$ cat config.mk
export PLATFORM = sky130hd
export DESIGN_NAME = id_decode_stage
export DESIGN_NICKNAME = d
export VERILOG_FILES = /design/src/rtl/id_decode_pkg.sv /design/src/rtl/id_decode_comb.sv /design/src/rtl/id_decode_stage.sv
export SDC_FILE = /design/constraint.sdc
export NUM_CORES = 1
export LEC_CHECK = 0
export CAP_MARGIN = 20
export CORE_MARGIN = 4
export CORE_UTILIZATION = 47
export DETAILED_ROUTE_END_ITERATION = 7
export PLACE_DENSITY = 0.81
export SYNTH_ARGS = -nofsm -noshare
export SYNTH_HDL_FRONTEND = slang
export SYNTH_HIERARCHICAL = 1
export SYNTH_SLANG_ARGS = --single-unit
$ cat constraint.sdc
create_clock -name clk -period 3.4 [get_ports clk]
set_input_delay 1.02 -clock clk [delete_from_list [all_inputs] [get_ports clk]]
set_output_delay 1.02 -clock clk [all_outputs]
set_load 0.03 [all_outputs]
$ cat src/rtl/id_decode_pkg.sv
// Shared definitions for the instruction-decode stage: ALU codes, opcodes,
// funct fields, and the ID/EX control bundle carried in the pipeline register.
package id_decode_pkg;

  localparam logic [3:0] ALU_ADD = 4'b0000;
  localparam logic [3:0] ALU_AND = 4'b0001;
  localparam logic [3:0] ALU_OR  = 4'b0010;
  localparam logic [3:0] ALU_SLL = 4'b0011;
  localparam logic [3:0] ALU_SLT = 4'b0100;
  localparam logic [3:0] ALU_SRL = 4'b0101;
  localparam logic [3:0] ALU_SUB = 4'b0110;
  localparam logic [3:0] ALU_XOR = 4'b0111;
  localparam logic [3:0] ALU_BEQ = 4'b1000;
  localparam logic [3:0] ALU_BNE = 4'b1001;

  localparam logic [6:0] OP_RTYPE  = 7'b0110011;
  localparam logic [6:0] OP_ITYPE  = 7'b0010011;
  localparam logic [6:0] OP_LOAD   = 7'b0000011;
  localparam logic [6:0] OP_STORE  = 7'b0100011;
  localparam logic [6:0] OP_BRANCH = 7'b1100011;

  localparam logic [2:0] F3_ADD = 3'b000;
  localparam logic [2:0] F3_SLL = 3'b001;
  localparam logic [2:0] F3_SLT = 3'b010;
  localparam logic [2:0] F3_XOR = 3'b100;
  localparam logic [2:0] F3_SRL = 3'b101;
  localparam logic [2:0] F3_OR  = 3'b110;
  localparam logic [2:0] F3_AND = 3'b111;
  localparam logic [2:0] F3_BYTE = 3'b000;
  localparam logic [2:0] F3_WORD = 3'b010;
  localparam logic [2:0] F3_BEQ  = 3'b000;
  localparam logic [2:0] F3_BNE  = 3'b001;

  localparam logic [6:0] F7_BASE = 7'b0000000;
  localparam logic [6:0] F7_SUB  = 7'b0100000;

  typedef enum logic [1:0] {IMM_NONE, IMM_I, IMM_S, IMM_B} imm_fmt_e;

  typedef struct packed {
    logic [3:0] alu_ctrl;
    logic       alu_src_imm;
    logic       reg_write;
    logic       mem_read;
    logic       mem_write;
    logic       mem_byte;
    logic       branch;
    logic       illegal;
  } idex_ctrl_t;

  // {supported, alu code} for the funct3 arithmetic group shared by R and I types
  function automatic logic [4:0] alu_from_f3(input logic [2:0] f3);
    case (f3)
      F3_ADD:  alu_from_f3 = {1'b1, ALU_ADD};
      F3_SLL:  alu_from_f3 = {1'b1, ALU_SLL};
      F3_SLT:  alu_from_f3 = {1'b1, ALU_SLT};
      F3_XOR:  alu_from_f3 = {1'b1, ALU_XOR};
      F3_SRL:  alu_from_f3 = {1'b1, ALU_SRL};
      F3_OR:   alu_from_f3 = {1'b1, ALU_OR};
      F3_AND:  alu_from_f3 = {1'b1, ALU_AND};
      default: alu_from_f3 = {1'b0, ALU_ADD};
    endcase
  endfunction

endpackage

$ cat src/rtl/id_decode_comb.sv
// Pure combinational decoder: instruction word to control bundle, register
// indices and sign-extended immediate. Unsupported encodings decode as a NOP.
module id_decode_comb
  import id_decode_pkg::*;
#(
  parameter int XLEN = 32
) (
  input  logic [31:0]     inst_i,
  output idex_ctrl_t      ctrl_o,
  output logic [XLEN-1:0] imm_o,
  output logic [4:0]      rs1_o,
  output logic [4:0]      rs2_o,
  output logic [4:0]      rd_o
);

  logic [6:0] opcode, funct7;
  logic [2:0] funct3;
  logic [4:0] f3_alu;
  logic       legal;
  imm_fmt_e   fmt;
  idex_ctrl_t ctrl;

  assign opcode = inst_i[6:0];
  assign funct3 = inst_i[14:12];
  assign funct7 = inst_i[31:25];
  assign rd_o   = inst_i[11:7];
  assign rs1_o  = inst_i[19:15];
  assign rs2_o  = inst_i[24:20];
  assign f3_alu = alu_from_f3(funct3);

  always_comb begin
    ctrl  = '0;
    fmt   = IMM_NONE;
    legal = 1'b0;
    case (opcode)
      OP_RTYPE: begin
        if (funct7 == F7_SUB && funct3 == F3_ADD) begin
          legal         = 1'b1;
          ctrl.alu_ctrl = ALU_SUB;
        end else if (funct7 == F7_BASE && f3_alu[4]) begin
          legal         = 1'b1;
          ctrl.alu_ctrl = f3_alu[3:0];
        end
        ctrl.reg_write = 1'b1;
      end
      OP_ITYPE: begin
        // Shift-immediates carry funct7 in imm[11:5]; only the logical forms exist here
        legal = f3_alu[4] && ((funct3 != F3_SLL && funct3 != F3_SRL) || funct7 == F7_BASE);
        ctrl.alu_ctrl    = f3_alu[3:0];
        ctrl.alu_src_imm = 1'b1;
        ctrl.reg_write   = 1'b1;
        fmt              = IMM_I;
      end
      OP_LOAD: begin
        legal            = (funct3 == F3_BYTE) || (funct3 == F3_WORD);
        ctrl.alu_ctrl    = ALU_ADD;
        ctrl.alu_src_imm = 1'b1;
        ctrl.mem_read    = 1'b1;
        ctrl.reg_write   = 1'b1;
        ctrl.mem_byte    = (funct3 == F3_BYTE);
        fmt              = IMM_I;
      end
      OP_STORE: begin
        legal            = (funct3 == F3_BYTE) || (funct3 == F3_WORD);
        ctrl.alu_ctrl    = ALU_ADD;
        ctrl.alu_src_imm = 1'b1;
        ctrl.mem_write   = 1'b1;
        ctrl.mem_byte    = (funct3 == F3_BYTE);
        fmt              = IMM_S;
      end
      OP_BRANCH: begin
        legal         = (funct3 == F3_BEQ) || (funct3 == F3_BNE);
        ctrl.alu_ctrl = (funct3 == F3_BNE) ? ALU_BNE : ALU_BEQ;
        ctrl.branch   = 1'b1;
        fmt           = IMM_B;
      end
      default: legal = 1'b0;
    endcase

    if (!legal) begin
      ctrl         = '0;
      ctrl.illegal = 1'b1;
      fmt          = IMM_NONE;
    end
    if (rd_o == 5'd0) ctrl.reg_write = 1'b0;
  end

  always_comb begin
    imm_o = '0;
    case (fmt)
      IMM_I:   imm_o = {{(XLEN-12){inst_i[31]}}, inst_i[31:20]};
      IMM_S:   imm_o = {{(XLEN-12){inst_i[31]}}, inst_i[31:25], inst_i[11:7]};
      IMM_B:   imm_o = {{(XLEN-12){inst_i[31]}}, inst_i[7], inst_i[30:25], inst_i[11:8], 1'b0};
      default: imm_o = '0;
    endcase
  end

  assign ctrl_o = ctrl;

endmodule

$ cat src/rtl/id_decode_stage.sv
// ID/EX pipeline stage: decoder plus registered slot with valid/ready and flush.
// Optional ID_ILLEGAL_TRAP_EN locks the input after an illegal instruction until reset.
module id_decode_stage
  import id_decode_pkg::*;
#(
  parameter int XLEN = 32,
  parameter int PC_W = 32
) (
  input  logic            clk,
  input  logic            reset,
  input  logic            in_valid,
  output logic            in_ready,
  input  logic [31:0]     in_inst,
  input  logic [PC_W-1:0] in_pc,
  input  logic            flush,
  output logic            out_valid,
  input  logic            out_ready,
  output logic [3:0]      alu_ctrl,
  output logic [XLEN-1:0] imm,
  output logic            alu_src_imm,
  output logic            reg_write,
  output logic            mem_read,
  output logic            mem_write,
  output logic            mem_byte,
  output logic            branch,
  output logic [4:0]      rs1,
  output logic [4:0]      rs2,
  output logic [4:0]      rd,
  output logic [PC_W-1:0] pc_out,
  output logic            illegal
);

  idex_ctrl_t      dec_ctrl;
  logic [XLEN-1:0] dec_imm;
  logic [4:0]      dec_rs1, dec_rs2, dec_rd;

  id_decode_comb #(.XLEN(XLEN)) u_dec (
    .inst_i (in_inst),
    .ctrl_o (dec_ctrl),
    .imm_o  (dec_imm),
    .rs1_o  (dec_rs1),
    .rs2_o  (dec_rs2),
    .rd_o   (dec_rd)
  );

  logic            valid_q, valid_d;
  idex_ctrl_t      ctrl_q, ctrl_d;
  logic [XLEN-1:0] imm_q, imm_d;
  logic [4:0]      rs1_q, rs1_d, rs2_q, rs2_d, rd_q, rd_d;
  logic [PC_W-1:0] pc_q, pc_d;
  logic            accept, locked;

`ifdef ID_ILLEGAL_TRAP_EN
  logic trap_q, trap_d;

  // Sticky: only reset releases the lock, flush does not
  always_comb trap_d = trap_q | (accept && !flush && dec_ctrl.illegal);

  always_ff @(posedge clk) begin
    if (reset) trap_q <= 1'b0;
    else       trap_q <= trap_d;
  end

  assign locked = trap_q;
`else
  assign locked = 1'b0;
`endif

  assign in_ready = (!valid_q || out_ready) && !locked;
  assign accept   = in_valid && in_ready;

  always_comb begin
    valid_d = valid_q;
    ctrl_d  = ctrl_q;
    imm_d   = imm_q;
    rs1_d   = rs1_q;
    rs2_d   = rs2_q;
    rd_d    = rd_q;
    pc_d    = pc_q;
    if (flush) begin
      valid_d = 1'b0;
    end else if (accept) begin
      valid_d = 1'b1;
      ctrl_d  = dec_ctrl;
      imm_d   = dec_imm;
      rs1_d   = dec_rs1;
      rs2_d   = dec_rs2;
      rd_d    = dec_rd;
      pc_d    = in_pc;
    end else if (out_ready) begin
      valid_d = 1'b0;
    end
  end

  always_ff @(posedge clk) begin
    if (reset) begin
      valid_q <= 1'b0;
      ctrl_q  <= '0;
      imm_q   <= '0;
      rs1_q   <= '0;
      rs2_q   <= '0;
      rd_q    <= '0;
      pc_q    <= '0;
    end else begin
      valid_q <= valid_d;
      ctrl_q  <= ctrl_d;
      imm_q   <= imm_d;
      rs1_q   <= rs1_d;
      rs2_q   <= rs2_d;
      rd_q    <= rd_d;
      pc_q    <= pc_d;
    end
  end

  assign out_valid   = valid_q;
  assign alu_ctrl    = ctrl_q.alu_ctrl;
  assign imm         = imm_q;
  assign alu_src_imm = ctrl_q.alu_src_imm;
  assign reg_write   = ctrl_q.reg_write;
  assign mem_read    = ctrl_q.mem_read;
  assign mem_write   = ctrl_q.mem_write;
  assign mem_byte    = ctrl_q.mem_byte;
  assign branch      = ctrl_q.branch;
  assign illegal     = ctrl_q.illegal;
  assign rs1         = rs1_q;
  assign rs2         = rs2_q;
  assign rd          = rd_q;
  assign pc_out      = pc_q;

endmodule

==> flow_results.org, run 1 <==
** Detailed routing
- Post-route DRC :: 0
- In this run, the number of DRC markers left after iteration 0 of detailed routing was 226.
- Mean number of vias per cell :: 4.85
- Vias :: 3697
- Routed length per instance :: 14.4 µm
- In this run the remaining antenna-violating nets after routing total 0.
- Summed over all layers, the routed wires come to 11000 µm.
- First-pass iteration count of the detailed router :: 4

** Global routing
- The first global-routing pass estimated 18300 µm of wire.
- The total overflow left after global routing is 0.
- Vias in the first global route :: 3849
- Entering global routing, the biggest net connects 96 pins.
- Global router's overall resource usage :: 17.7%
- Antenna violations before repair :: 0

** Synthesis
- Share of async-settable or async-resettable flops after synthesis :: 0%
- In the synthesized netlist, the number of instances is 508.
- Area contributors post-synth :: sky130_fd_sc_hd__dfxtp_1, sky130_fd_sc_hd__nand2b_1, sky130_fd_sc_hd__mux2i_1
- Share of the synthesized area in the top cell type :: 36.5%
- After synthesis, the netlist uses 44 different library cells.
- Counting flops and latches in the post-synthesis netlist gives 91.
- The Yosys step of the flow raised 6 warnings.
- Number of nets in the synthesized netlist :: 577
- The mapped netlist covers 5000 µm².
- Of all cell types, the one taking the most synthesized area is sky130_fd_sc_hd__dfxtp_1.
- Post-synth top flop :: sky130_fd_sc_hd__dfxtp_1
- The share of the Yosys chip area taken by registers is 36.5%.
- A synthesized cell averages 9.84 µm².
- Number of enable-type register cells in the synthesized netlist :: 0

** Power and ir drop
- VDD IR-drop max :: 0.160 mV
- PwrDens :: 334 nW/µm²
- The analysis attributes to cell leakage a power of 0.00225 µW.

** Finish
- Relative to the synthesized area, the layout overhead comes to 30.6%.
- The library cell used most frequently in the layout, excluding fill and tap cells, is sky130_fd_sc_hd__nand2b_1.
- Share of layout cells above drive strength 1 :: 7.81%
- Final cell utilization of the core :: 63.2%
- After the last flow step, the layout net total stands at 691.
- The number of antenna diodes in the final layout is 0.
- Commonest non-fill, non-tap cells in the layout :: sky130_fd_sc_hd__nand2b_1, sky130_fd_sc_hd__clkdlybuf4s50_1, sky130_fd_sc_hd__mux2i_1

** Place
- HPWL after detailed placement :: 8120 µm
- Buffers placed on the I/O ports in this run total 160.
- At the end of routability-driven placement, the weighted congestion stood at 0.788.

** Worst setup path
- Cell with the largest stage delay on the worst path :: sky130_fd_sc_hd__clkdlybuf4s50_1
- In this design, the stage delay of the slowest critical-path cell is 0.66 ns.
- The signal on the critical path passes through clkdlybuf4s50_1, nor2b_4, inv_1, clkdlybuf4s50_1.
- Arrival time at the worst endpoint :: 2.29 ns
- Along the worst path, the maximum fanout reaches 3.
- The setup path with the least slack is of type primary input to output port.
- Startpoint kind of the worst setup timing path :: primary input
- Data on the critical path is required at its endpoint by 2.38 ns.
- Crit. End Element :: output port
- Among the stages of the critical path, the cell type that occurs most often is sky130_fd_sc_hd__clkdlybuf4s50_1.

** Floorplan
- Pin placement for this block handled 161 I/O pins.
- The die covers 12300 µm².
- After floorplanning, the core was sized to cover 10300 µm².
- DIE HEIGHT :: 111 µm
- Die width :: 111 µm
- Initial core utilization :: 48.4%
- Placement row count :: 37

** Outcome
- The flow ran to the end, and the final reports show no timing, DRC or antenna violations.

** CTS
- The later pin in the worst-skew pair is clocked with a latency of 0.36 ns.
- Clock tree synthesis found a total of 91 sinks.
- Number of clock buffers inserted by TritonCTS :: 9
- Resized Gates After CTS :: 0
- Clock-pin slew was measured on the worst setup and hold paths at 0.08 ns.
- TritonCTS clock tree :: yes
- In this run the number of H-tree levels came out at 3.
- Post-CTS Hold Buffers :: 0
- Once the clock tree was built, the setup fixing pass inserted 0 buffers.
- The clock passes through at most 2 buffers.
- Buffer type at the clock tree root :: sky130_fd_sc_hd__clkbuf_8

** Timing
- The hold violation total from the final report is 0.
- The clock arrives with 0.0117 ns of skew.
- The clock period could shrink to 3.31 ns.
- For the final routed database, the setup TNS stands at 0 ns.
- Worst-Margin Slew :: 0.647 ns
- Unrepaired setup endpoints after global routing :: no
- Final period util :: 97.5%
- Timing would allow up to 302 MHz.
- The final-report max-slew violation count came to 0.
- Number of setup violations in the final report :: 0
- Relative max-transition margin :: 56.9%

** Worst hold path
- Classification of the worst-slack hold path :: flop to flop

** Flow run
- Max-cap violations in this run came to 0.
power breakdown:
part | leakage (µW) | total, µW | switching (µW) | internal [µW]
Sequential | 0.000739 | 1110 | 15.5 | 1100
Clock | 0.0000859 | 675 | 387 | 289
Combinational | 0.00142 | 395 | 182 | 213
synthesized netlist by cell type, types with 2 or more instances:
cell type and number:
sky130_fd_sc_hd__nand2b_1 183, sky130_fd_sc_hd__mux2i_1 92, sky130_fd_sc_hd__dfxtp_1 91, sky130_fd_sc_hd__buf_4 35, sky130_fd_sc_hd__clkbuf_1 19, sky130_fd_sc_hd__buf_12 10, sky130_fd_sc_hd__a21oi_2 7, sky130_fd_sc_hd__and2_1 6
sky130_fd_sc_hd__buf_2 6, sky130_fd_sc_hd__nor3_1 6, sky130_fd_sc_hd__a22oi_1 5, sky130_fd_sc_hd__nor2_1 4, sky130_fd_sc_hd__inv_1 3, sky130_fd_sc_hd__o21ai_0 3, sky130_fd_sc_hd__or3_1 3, sky130_fd_sc_hd__a21boi_0 2
sky130_fd_sc_hd__a21oi_1 2, sky130_fd_sc_hd__and2_2 2, sky130_fd_sc_hd__nand2_1 2, sky130_fd_sc_hd__nand3_1 2, sky130_fd_sc_hd__nor2b_1 2
worst max-delay path, delay by kind of cell:
family,cells,cell delay (ns)
AND/OR/NAND/NOR,1,0.06
buffers and inverters,3,1.22
stage by stage:
stage	area (µm²)	std cells	power, µW	hold WS [ns]	worst slack, ns
finish	6530	763	2180	0.471	0.0852
global route	6530	763	2290	0.496	0.0418
CTS	6530	763	2220	0.478	0.0774
detailed placement	6350	747	1530	0.462	0.0769
global placement	6350	747	1520	0.457	0.0868
floorplan	5000	508	1390	0.596	0.440
layout make-up:
| type | instances | area (µm²) |
|---|---|---|
| inverters | 3 | 11.3 |
| flip-flops and latches | 91 | 1820 |
| fillers | 876 | 3800 |
| well taps | 136 | 170 |
| clock inverters | 5 | 37.5 |
| repair buffers | 174 | 1750 |
| multi-input cells | 343 | 2590 |
| clock buffers | 11 | 141 |
registers in the layout, summed over array words and instances (netlist names), 4 cells and up:
name and count:
rs2 5, rd 5, imm 32, pc_out 32, alu_ctrl 4, rs1 5
final timing paths:
check	startpoint	endpoint	cells past startpoint	slack, ns
worst min-delay path	reg_write	reg_write	2	0.47
worst max register to register	out_valid	imm[9]	4	1.81
worst max-delay path	out_ready	in_ready	4	0.09
worst min register to register	reg_write	reg_write	2	0.47
metal layers:
metal	vias up	wire, µm	track usage [%]	share of wire [%]
li1	1866	-	-	-
met1	1714	4890	21.4	44
met2	105	5220	29.7	47
met3	12	737	6.22	6.7
met4	0	166	5.52	1.5
met5	-	0	0	0
cell families after synthesis:
logic type / count (synthesis) / share of synthesized area, %
simple gates: 221 / 28.3
mux: 93 / 18.7
buf+inv: 74 / 11.7
compound gates: 29 / 4.88
flops: 91 / 36.5
Power figures use the tool's default switching activity.
==> run 2: changes to the inputs <==
Settings changed: CTS_CLUSTER_SIZE set to 12, SLEW_MARGIN set to 20.
==> results of run 2 <==
Same layout as run 1: the final DEF is identical, and so are final timing and power.
